--- src/rtl/ifft_recon_pkg.sv ---
// Shared types and sizes for the inverse sum/difference reconstruction block.
package ifft_recon_pkg;
    localparam int N        = 16;
    localparam int HALF     = 8;
    localparam int SAMPLE_W = 16;
    localparam int IDX_W    = $clog2(N);

    typedef enum logic [1:0] {
        IDLE,
        CALC,
        STREAM
    } state_t;
endpackage

--- src/rtl/ifft_recon_butterfly.sv ---
// One inverse butterfly: (s, d) -> ((s+d)/2, (s-d)/2) with a flag for inexact halving.
module recon_butterfly
    import ifft_recon_pkg::*;
#(
    parameter int DATA_W = SAMPLE_W
) (
    input  logic signed [DATA_W-1:0] s,
    input  logic signed [DATA_W-1:0] d,
    output logic signed [DATA_W-1:0] x_lo,
    output logic signed [DATA_W-1:0] x_hi,
    output logic                     odd_flag
);

    // Arithmetic shift of the 17-bit value, keeping the low DATA_W bits.
    function automatic logic signed [DATA_W-1:0] halve(input logic signed [DATA_W:0] v);
        return v[DATA_W:1];
    endfunction

    logic signed [DATA_W:0] p;
    logic signed [DATA_W:0] m;

    assign p        = {s[DATA_W-1], s} + {d[DATA_W-1], d};
    assign m        = {s[DATA_W-1], s} - {d[DATA_W-1], d};
    assign x_lo     = halve(p);
    assign x_hi     = halve(m);
    assign odd_flag = p[0] | m[0];

endmodule

--- src/rtl/ifft_recon.sv ---
// Captures one frame of sums/differences, reconstructs 16 samples in one cycle
// and streams them out last-index-first under a valid/ready handshake.
module ifft_recon
    import ifft_recon_pkg::*;
#(
    parameter int W = SAMPLE_W
) (
    input  logic           clk,
    input  logic           rst_n,
    input  logic [N*W-1:0] frame_in,
    input  logic           frame_valid,
    output logic           frame_ready,
    output logic [W-1:0]   audio_out,
    output logic           audio_valid,
    input  logic           audio_ready,
    output logic           busy,
    output logic           parity_err
);

    state_t               state;
    logic [IDX_W-1:0]     idx;
    logic [N*W-1:0]       frame_p0;
    logic signed [W-1:0]  x_p1 [N];
    logic signed [W-1:0]  lo [HALF];
    logic signed [W-1:0]  hi [HALF];
    logic [HALF-1:0]      odd;
    logic                 accept;

    assign accept = (state == IDLE) && frame_valid && frame_ready;

    // Stage p0 -> p1: eight parallel butterflies on the captured frame
    for (genvar j = 0; j < HALF; j++) begin : g_bfly
        recon_butterfly #(.DATA_W(W)) u_bfly (
            .s        (frame_p0[W*j +: W]),
            .d        (frame_p0[W*(j+HALF) +: W]),
            .x_lo     (lo[j]),
            .x_hi     (hi[j]),
            .odd_flag (odd[j])
        );
    end

    always_ff @(posedge clk) begin
        if (accept) begin
            frame_p0 <= frame_in;
        end
        if (state == CALC) begin
            for (int j = 0; j < HALF; j++) begin
                x_p1[j]      <= lo[j];
                x_p1[j+HALF] <= hi[j];
            end
        end
    end

    // Stage p1 -> output: audio_out is loaded one cycle after CALC, then per accepted beat
    always_ff @(posedge clk) begin
        if (!rst_n) begin
            state       <= IDLE;
            idx         <= IDX_W'(N-1);
            frame_ready <= 1'b0;
            audio_valid <= 1'b0;
            audio_out   <= '0;
            busy        <= 1'b0;
            parity_err  <= 1'b0;
        end else begin
            case (state)
                IDLE: begin
                    if (accept) begin
                        state       <= CALC;
                        frame_ready <= 1'b0;
                        busy        <= 1'b1;
                    end else begin
                        frame_ready <= 1'b1;
                    end
                end
                CALC: begin
                    if (|odd) begin
                        parity_err <= 1'b1;
                    end
                    idx   <= IDX_W'(N-1);
                    state <= STREAM;
                end
                STREAM: begin
                    if (!audio_valid) begin
                        audio_valid <= 1'b1;
                        audio_out   <= x_p1[idx];
                    end else if (audio_ready) begin
                        if (idx == '0) begin
                            state       <= IDLE;
                            audio_valid <= 1'b0;
                            frame_ready <= 1'b1;
                            busy        <= 1'b0;
                        end else begin
                            idx       <= idx - 1'b1;
                            audio_out <= x_p1[idx - 1'b1];
                        end
                    end
                end
                default: begin
                    state <= IDLE;
                    busy  <= 1'b0;
                end
            endcase
        end
    end

endmodule

--- config.mk ---
export PLATFORM = sky130hd
export DESIGN_NAME = ifft_recon
export DESIGN_NICKNAME = d
export VERILOG_FILES = /design/src/rtl/ifft_recon_pkg.sv /design/src/rtl/ifft_recon_butterfly.sv /design/src/rtl/ifft_recon.sv
export SDC_FILE = /design/constraint.sdc
export NUM_CORES = 1
export LEC_CHECK = 0
export BUFFER_PORTS_ARGS = -buffer_cell sky130_fd_sc_hd__buf_2
export CELL_PAD_IN_SITES_DETAIL_PLACEMENT = 1
export CELL_PAD_IN_SITES_GLOBAL_PLACEMENT = 1
export CORE_UTILIZATION = 53
export CTS_CLUSTER_DIAMETER = 50
export CTS_CLUSTER_SIZE = 40
export DETAILED_ROUTE_END_ITERATION = 7
export PLACE_DENSITY_LB_ADDON = 0.1
export SYNTH_ARGS = -nofsm -noshare
export SYNTH_HDL_FRONTEND = slang
export SYNTH_SLANG_ARGS = --single-unit
--- constraint.sdc ---
create_clock -name clk -period 76.9 [get_ports clk]
set_clock_uncertainty 0.05 [all_clocks]
set_input_delay 15.38 -clock clk [delete_from_list [all_inputs] [get_ports clk]]
set_output_delay 15.38 -clock clk [all_outputs]
set_load 0.005 [all_outputs]
### Yosys cells after proc, flatten, opt, wreduce, memory -nomap -nowiden

Memory sizes are Yosys's and may differ from the RTL's. A register that Yosys moved wholly into a read port is not among the register bits.
Index checks and enable logic that the tools add are counted.

| cells by class | value |
|---|---|
| mux-type cells | 29 |
| reductions and logical operators | 13 |
| equality and inequality tests | 9 |
| bitwise logic cells | 9 |
| add/subtract/negate cells | 17 |

Operators by type and width:

| cell | number |
|---|---|
| 16-bit by 16-bit adder with 17-bit output | 8 |
| 16-bit by 16-bit subtractor with 17-bit output | 8 |
| 16-bit two-way mux | 3 |
| 4-bit two-way mux | 5 |
| 1-bit two-way mux | 13 |
| 2-bit != test (second input constant) | 6 |
| 4-bit AND reduction | 3 |
| 2-bit two-way mux | 4 |
| 1-bit bitwise OR | 8 |
| 4-bit case mux with 2 select lines | 1 |
| 8-bit OR reduction | 1 |
| 2-bit case mux with 3 select lines | 1 |
| 5-bit AND reduction | 1 |
| 4-bit logical NOT | 1 |
| 2-bit nonzero test | 2 |
| 4-bit by 1-bit subtractor with 4-bit output (second input constant) | 1 |
| 1-bit case mux with 3 select lines | 1 |
| 3-bit AND reduction | 1 |
| 2-bit by 1-bit == test with 1-bit output (second input constant) | 1 |
| 2-bit == test (second input constant) | 1 |
| 1-bit logical AND | 2 |
| 2-bit logical NOT | 1 |
| 2-bit by 1-bit != test with 1-bit output (second input constant) | 1 |
| 1-bit case mux with 2 select lines | 1 |
| 2 further kinds | 2 |

| storage, ports and cells | value |
|---|---|
| input bits | 260 |
| logic and storage cells | 86 |
| bits in writable memories | 256 |
| register bits | 282 |
| memories | 1 |
| output and inout bits | 20 |

Memory list:

| name | words | bits a word | read ports | clocked after memory_dff | wr ports | RTL line | source |
|---|---|---|---|---|---|---|---|
| x_p1 | 16 | 16 | 2 | 1 | 16 | ifft_recon.sv:23 | `logic signed [W-1:0] x_p1 [N];` |

### Depth between registers and ports, before layout

| logic depth | value |
|---|---|
| depth in word-level cells | 7 |
| mapped depth | 13 |
| mapped depth without buffers | 9 |

### Cells and area by module

A second synthesis with hierarchy kept.

| second synthesis, totals | value |
|---|---|
| cell total of the unflattened synthesis | 2947 |
| area total of the unflattened synthesis | 34892.2 um^2 |

Modules (own cells, without submodules):

| module | instances | cells an instance | area each (um^2) | sequential area each (um^2) |
|---|---|---|---|---|
| ifft_recon | 1 | 990 | 20948.8 | 15975.3 |
| recon_butterfly at g_bfly[2].u_bfly ... | 4 | 248 | 1755.4 | 0.0 |
| recon_butterfly at g_bfly[0].u_bfly ... | 2 | 242 | 1720.4 | 0.0 |
| recon_butterfly at g_bfly[7].u_bfly | 1 | 233 | 1750.4 | 0.0 |
| recon_butterfly at g_bfly[6].u_bfly | 1 | 248 | 1730.4 | 0.0 |

### Worst setup path after synthesis

OpenSTA, ideal clock, no wires.

| timing | value |
|---|---|
| kind | input -> register |
| start | input port frame_valid |
| end | register state[0] |
| setup time | 177 ps |
| stages on the path | 2 |
| required time | 76673 ps |
| buffers on the path | 0 |
| setup slack | 35657 ps |
| arrival | 41015 ps |
| cells stage by stage | nor4bb_1 and2_1 |

| between the ends | value |
|---|---|
| cells in the longest elaborated chain, start to end | 4 |

RTL lines:

| element | RTL line | source |
|---|---|---|
| start, declared | ifft_recon.sv:11 | `input logic frame_valid,` |
| 1-bit logical AND (2 in series) | ifft_recon.sv:29 | `assign accept = (state == IDLE) && frame_valid && frame_ready;` |
| 2-bit != test (no line) | - |  |
| 4-bit AND reduction (no line) | - |  |
| end signal, assigned | ifft_recon.sv:57 | `state <= IDLE;` |
| end signal, assigned | ifft_recon.sv:68 | `state <= CALC;` |
| end signal, assigned | ifft_recon.sv:80 | `state <= STREAM;` |
| end, declared | ifft_recon.sv:20 | `state_t state;` |

Every way passes these cells.
A chain may end at the register's enable or synchronous reset.

### Worst setup path after layout

| timing | value |
|---|---|
| start | input port frame_valid |
| end | register frame_p0[88] (enable) |

| between the ends | value |
|---|---|
| cells in the longest elaborated chain, start to end | 2 |

RTL lines:

| element | RTL line | source |
|---|---|---|
| 1-bit logical AND (2 in series) | ifft_recon.sv:29 |  |
| named net accept | ifft_recon.sv:27 | `logic accept;` |
| end signal, assigned | ifft_recon.sv:44 | `frame_p0 <= frame_in;` |
| end, declared | ifft_recon.sv:22 | `logic [N*W-1:0] frame_p0;` |

The timed path passes the listed nets, and every way through them passes these cells.

==> flow_metrics.tcl <==
set metrics [dict create \
    outcome "complete, no violations" \
    crit_type "input port to flip-flop" \
    drt-vias-per-instance 6.139 \
    track_usage 0.3203 \
    cts_buffer_depth 3 \
    io_pins 280 \
    die_height_um 252.4 \
    fin_crit_sh 0.2319 \
    power.leakage_uw 0.01507 \
    routed_wl_um 101800 \
    hpwl_um 77480 \
    yosys.cell_types.count 79 \
    initial_utilization 0.5376 \
    h-tree-depth 3 \
    final_cell_mix "edfxtp_1 (512), buf_2 (279), ha_1 (257)" \
    drc 0 \
    port_buffers 279 \
    cts_buffers 71 \
    synth_area_per_cell_um2 11.96 \
    p_per_area_nw_per_um2 22.33 \
    rsz0062_at_grt "no" \
    cts_tree "done" \
    grt_pass1_vias 25122 \
    hold_path.class "flip-flop to flip-flop" \
    maxCapViolCount 0 \
    synth_edf_count 512 \
    cp-start-kind "input port" \
    maxSlewViolCount 0 \
    max_stage_delay_ns 0.86 \
    hold_buffers 0 \
    maxSlewHeadroom 0.2926 \
    synth_top_area_frac 0.4626 \
    insertion_delay_ns 0.64 \
    post_cts_buffers 0 \
    cts_resized 0 \
    cp.arrival_ns 18.03 \
    syn_area_um2 33240 \
    die_area_um2 63720 \
    worst_pin_slew_ns 1.061 \
    first_pass_iters 7 \
    cts.sinks 542 \
    yosys_warnings 0 \
    max_freq_mhz 56.08 \
    syn_nets 3314 \
    yosys.area.top_type "edfxtp_1" \
    peakVddDrop_v 0.00002743 \
    root_buffer "clkbuf_16" \
    antenna_found_initial 3 \
    fillCellCount 6266 \
    grt_pass1_wl_um 152300 \
    cp.required_ns 77.10 \
    ys_top_cells_by_area "edfxtp_1 (46%), ha_1 (9.7%), mux4_2 (7.5%), xnor2_1 (4.3%), a21oi_1 (3.0%)" \
    layout_min_cycle_time_ns 17.83 \
    synth_flop_cell "edfxtp_1" \
    drive_above_1_share 0.1817 \
    core_um2 61830 \
    synthCells 2780 \
    nets 3570 \
    power.total_uw 845.8 \
    ant_nets 0 \
    drt_iter0_markers 1961 \
    setup_viol 0 \
    slowest_stage "buf_4" \
    vias 24133 \
    multiInputGateArea_um2 15830 \
    register_area_um2 15990 \
    cp_max_fo 73 \
    grt_overflow 0 \
    finalHoldViolations 0 \
    grt_max_degree 103 \
    end_kind "flip-flop" \
    ys_seq_area_frac 0.4806 \
    path_clk_slew_ns 0.06 \
    crit_path_frequent_cell "buf_4" \
    synth_seq_cells 542 \
    tns_ns 0 \
    avgRoutedWirePerCell_um 25.89 \
    globalplace.congestion 0.9359 \
    die_w_um 252.4 \
    area_growth_pct 13.94 \
    num_rows 91 \
    cp_cell_sequence "buf_2 -> nor4bb_4 -> buf_4 -> buf_4 -> buf_4" \
    async_flop_share 0 \
    layout_commonest_cell "edfxtp_1" \
]
metrics by stage:
stage          area, um^2  instances  setup WS, ns  hold slack [ns]    util
6_report            37870       3931         59.07           0.4163  0.6126
5_1_grt             37870       3930         58.85           0.4301  0.6125
4_1_cts             37870       3930         59.07           0.4157  0.6125
3_5_place_dp        35310       3800         58.39           0.4038  0.5712
3_3_place_gp        35310       3800         58.60           0.4060  0.5712
2_1_floorplan       33240       2780         35.66           0.3921       -
worst max-delay path: cells and delay by family:
kind / cells / cell delay [ns]
simple gates: 1 / 0.26
buf+inv: 4 / 2.26
worst paths after layout:
check / from / end / slack [ns] / depth (start not counted)
max: frame_valid / frame_p0[88]$_DFFE_PP_ / 59.07 / 5
max reg2reg: idx[0]$_SDFFE_PN1P_ / audio_out[13]$_SDFFE_PN0P_ / 73.31 / 6
min reg2reg: audio_out[9]$_SDFFE_PN0P_ / audio_out[9]$_SDFFE_PN0P_ / 0.42 / 1
min: audio_out[9]$_SDFFE_PN0P_ / audio_out[9]$_SDFFE_PN0P_ / 0.42 / 1
cells by family (layout without fill, tap and decap cells):
| logic type | after synthesis | after routing | share of synthesized area |
|---|---|---|---|
| other cells | 0 | 1 | 0 |
| simple gates | 664 | 664 | 0.09810 |
| fa+ha+maj | 274 | 274 | 0.1068 |
| compound gates | 575 | 575 | 0.1158 |
| mux | 178 | 178 | 0.1053 |
| flops | 542 | 542 | 0.4806 |
| buf+inv | 361 | 674 | 0.04423 |
| xor+xnor | 186 | 186 | 0.04924 |
cell type report:
cell class,instances,area share
Timing Repair Buffer,292,0.03945
Multi-Input combinational cell,1877,0.4180
Sequential cell,542,0.4221
Inverter,252,0.02517
Clock inverter,56,0.01976
Clock buffer,74,0.04777
Antenna cell,1,0.00006607
Tap cell,837,0.02765
per-layer routing:
layer / global-route usage / vias to the layer above / share of wire
met3: 0.05221 / 161 / 0.072
met5: 0 / - / 0.00013
met1: 0.4413 / 12239 / 0.42
met4: 0.1138 / 2 / 0.035
met2: 0.5133 / 828 / 0.47
li1: - / 10903 / -
report_power, final:
| group | switching, uW | total, uW | internal (uW) | leakage [uW] |
|---|---|---|---|---|
| Sequential | 12.9 | 360 | 347 | 0.00494 |
| Clock | 149 | 354 | 205 | 0.00123 |
| Combinational | 80.0 | 132 | 51.8 | 0.00889 |
cells in the mapped netlist, drive strengths merged (16+ instances only):
master / instances
a2111oi: 21
clkbuf: 61
or2: 20
buf: 48
a31oi: 19
nand4: 29
fa: 16
nand2b: 60
nor3: 45
nand2: 91
o211ai: 19
dfxtp: 30
a21o: 26
xnor2: 166
o31ai: 26
mux2i: 45
nand3: 61
ha: 258
o21bai: 21
inv: 247
nor2b: 63
o21ai: 64
edfxtp: 512
xor2: 20
a211oi: 26
nor2: 233
a21oi: 196
mux4: 131
or3: 19
registers in the layout, summed over array words and instances (netlist names), named ones only:
| name | cells |
|---|---|
| idx | 4 |
| busy | 1 |
| audio_valid | 1 |
| state | 2 |
| audio_out | 16 |
| frame_p0 | 256 |
| frame_ready | 1 |
| parity_err | 1 |
| x_p1 | 256 |
Power figures use the tool's default switching activity.
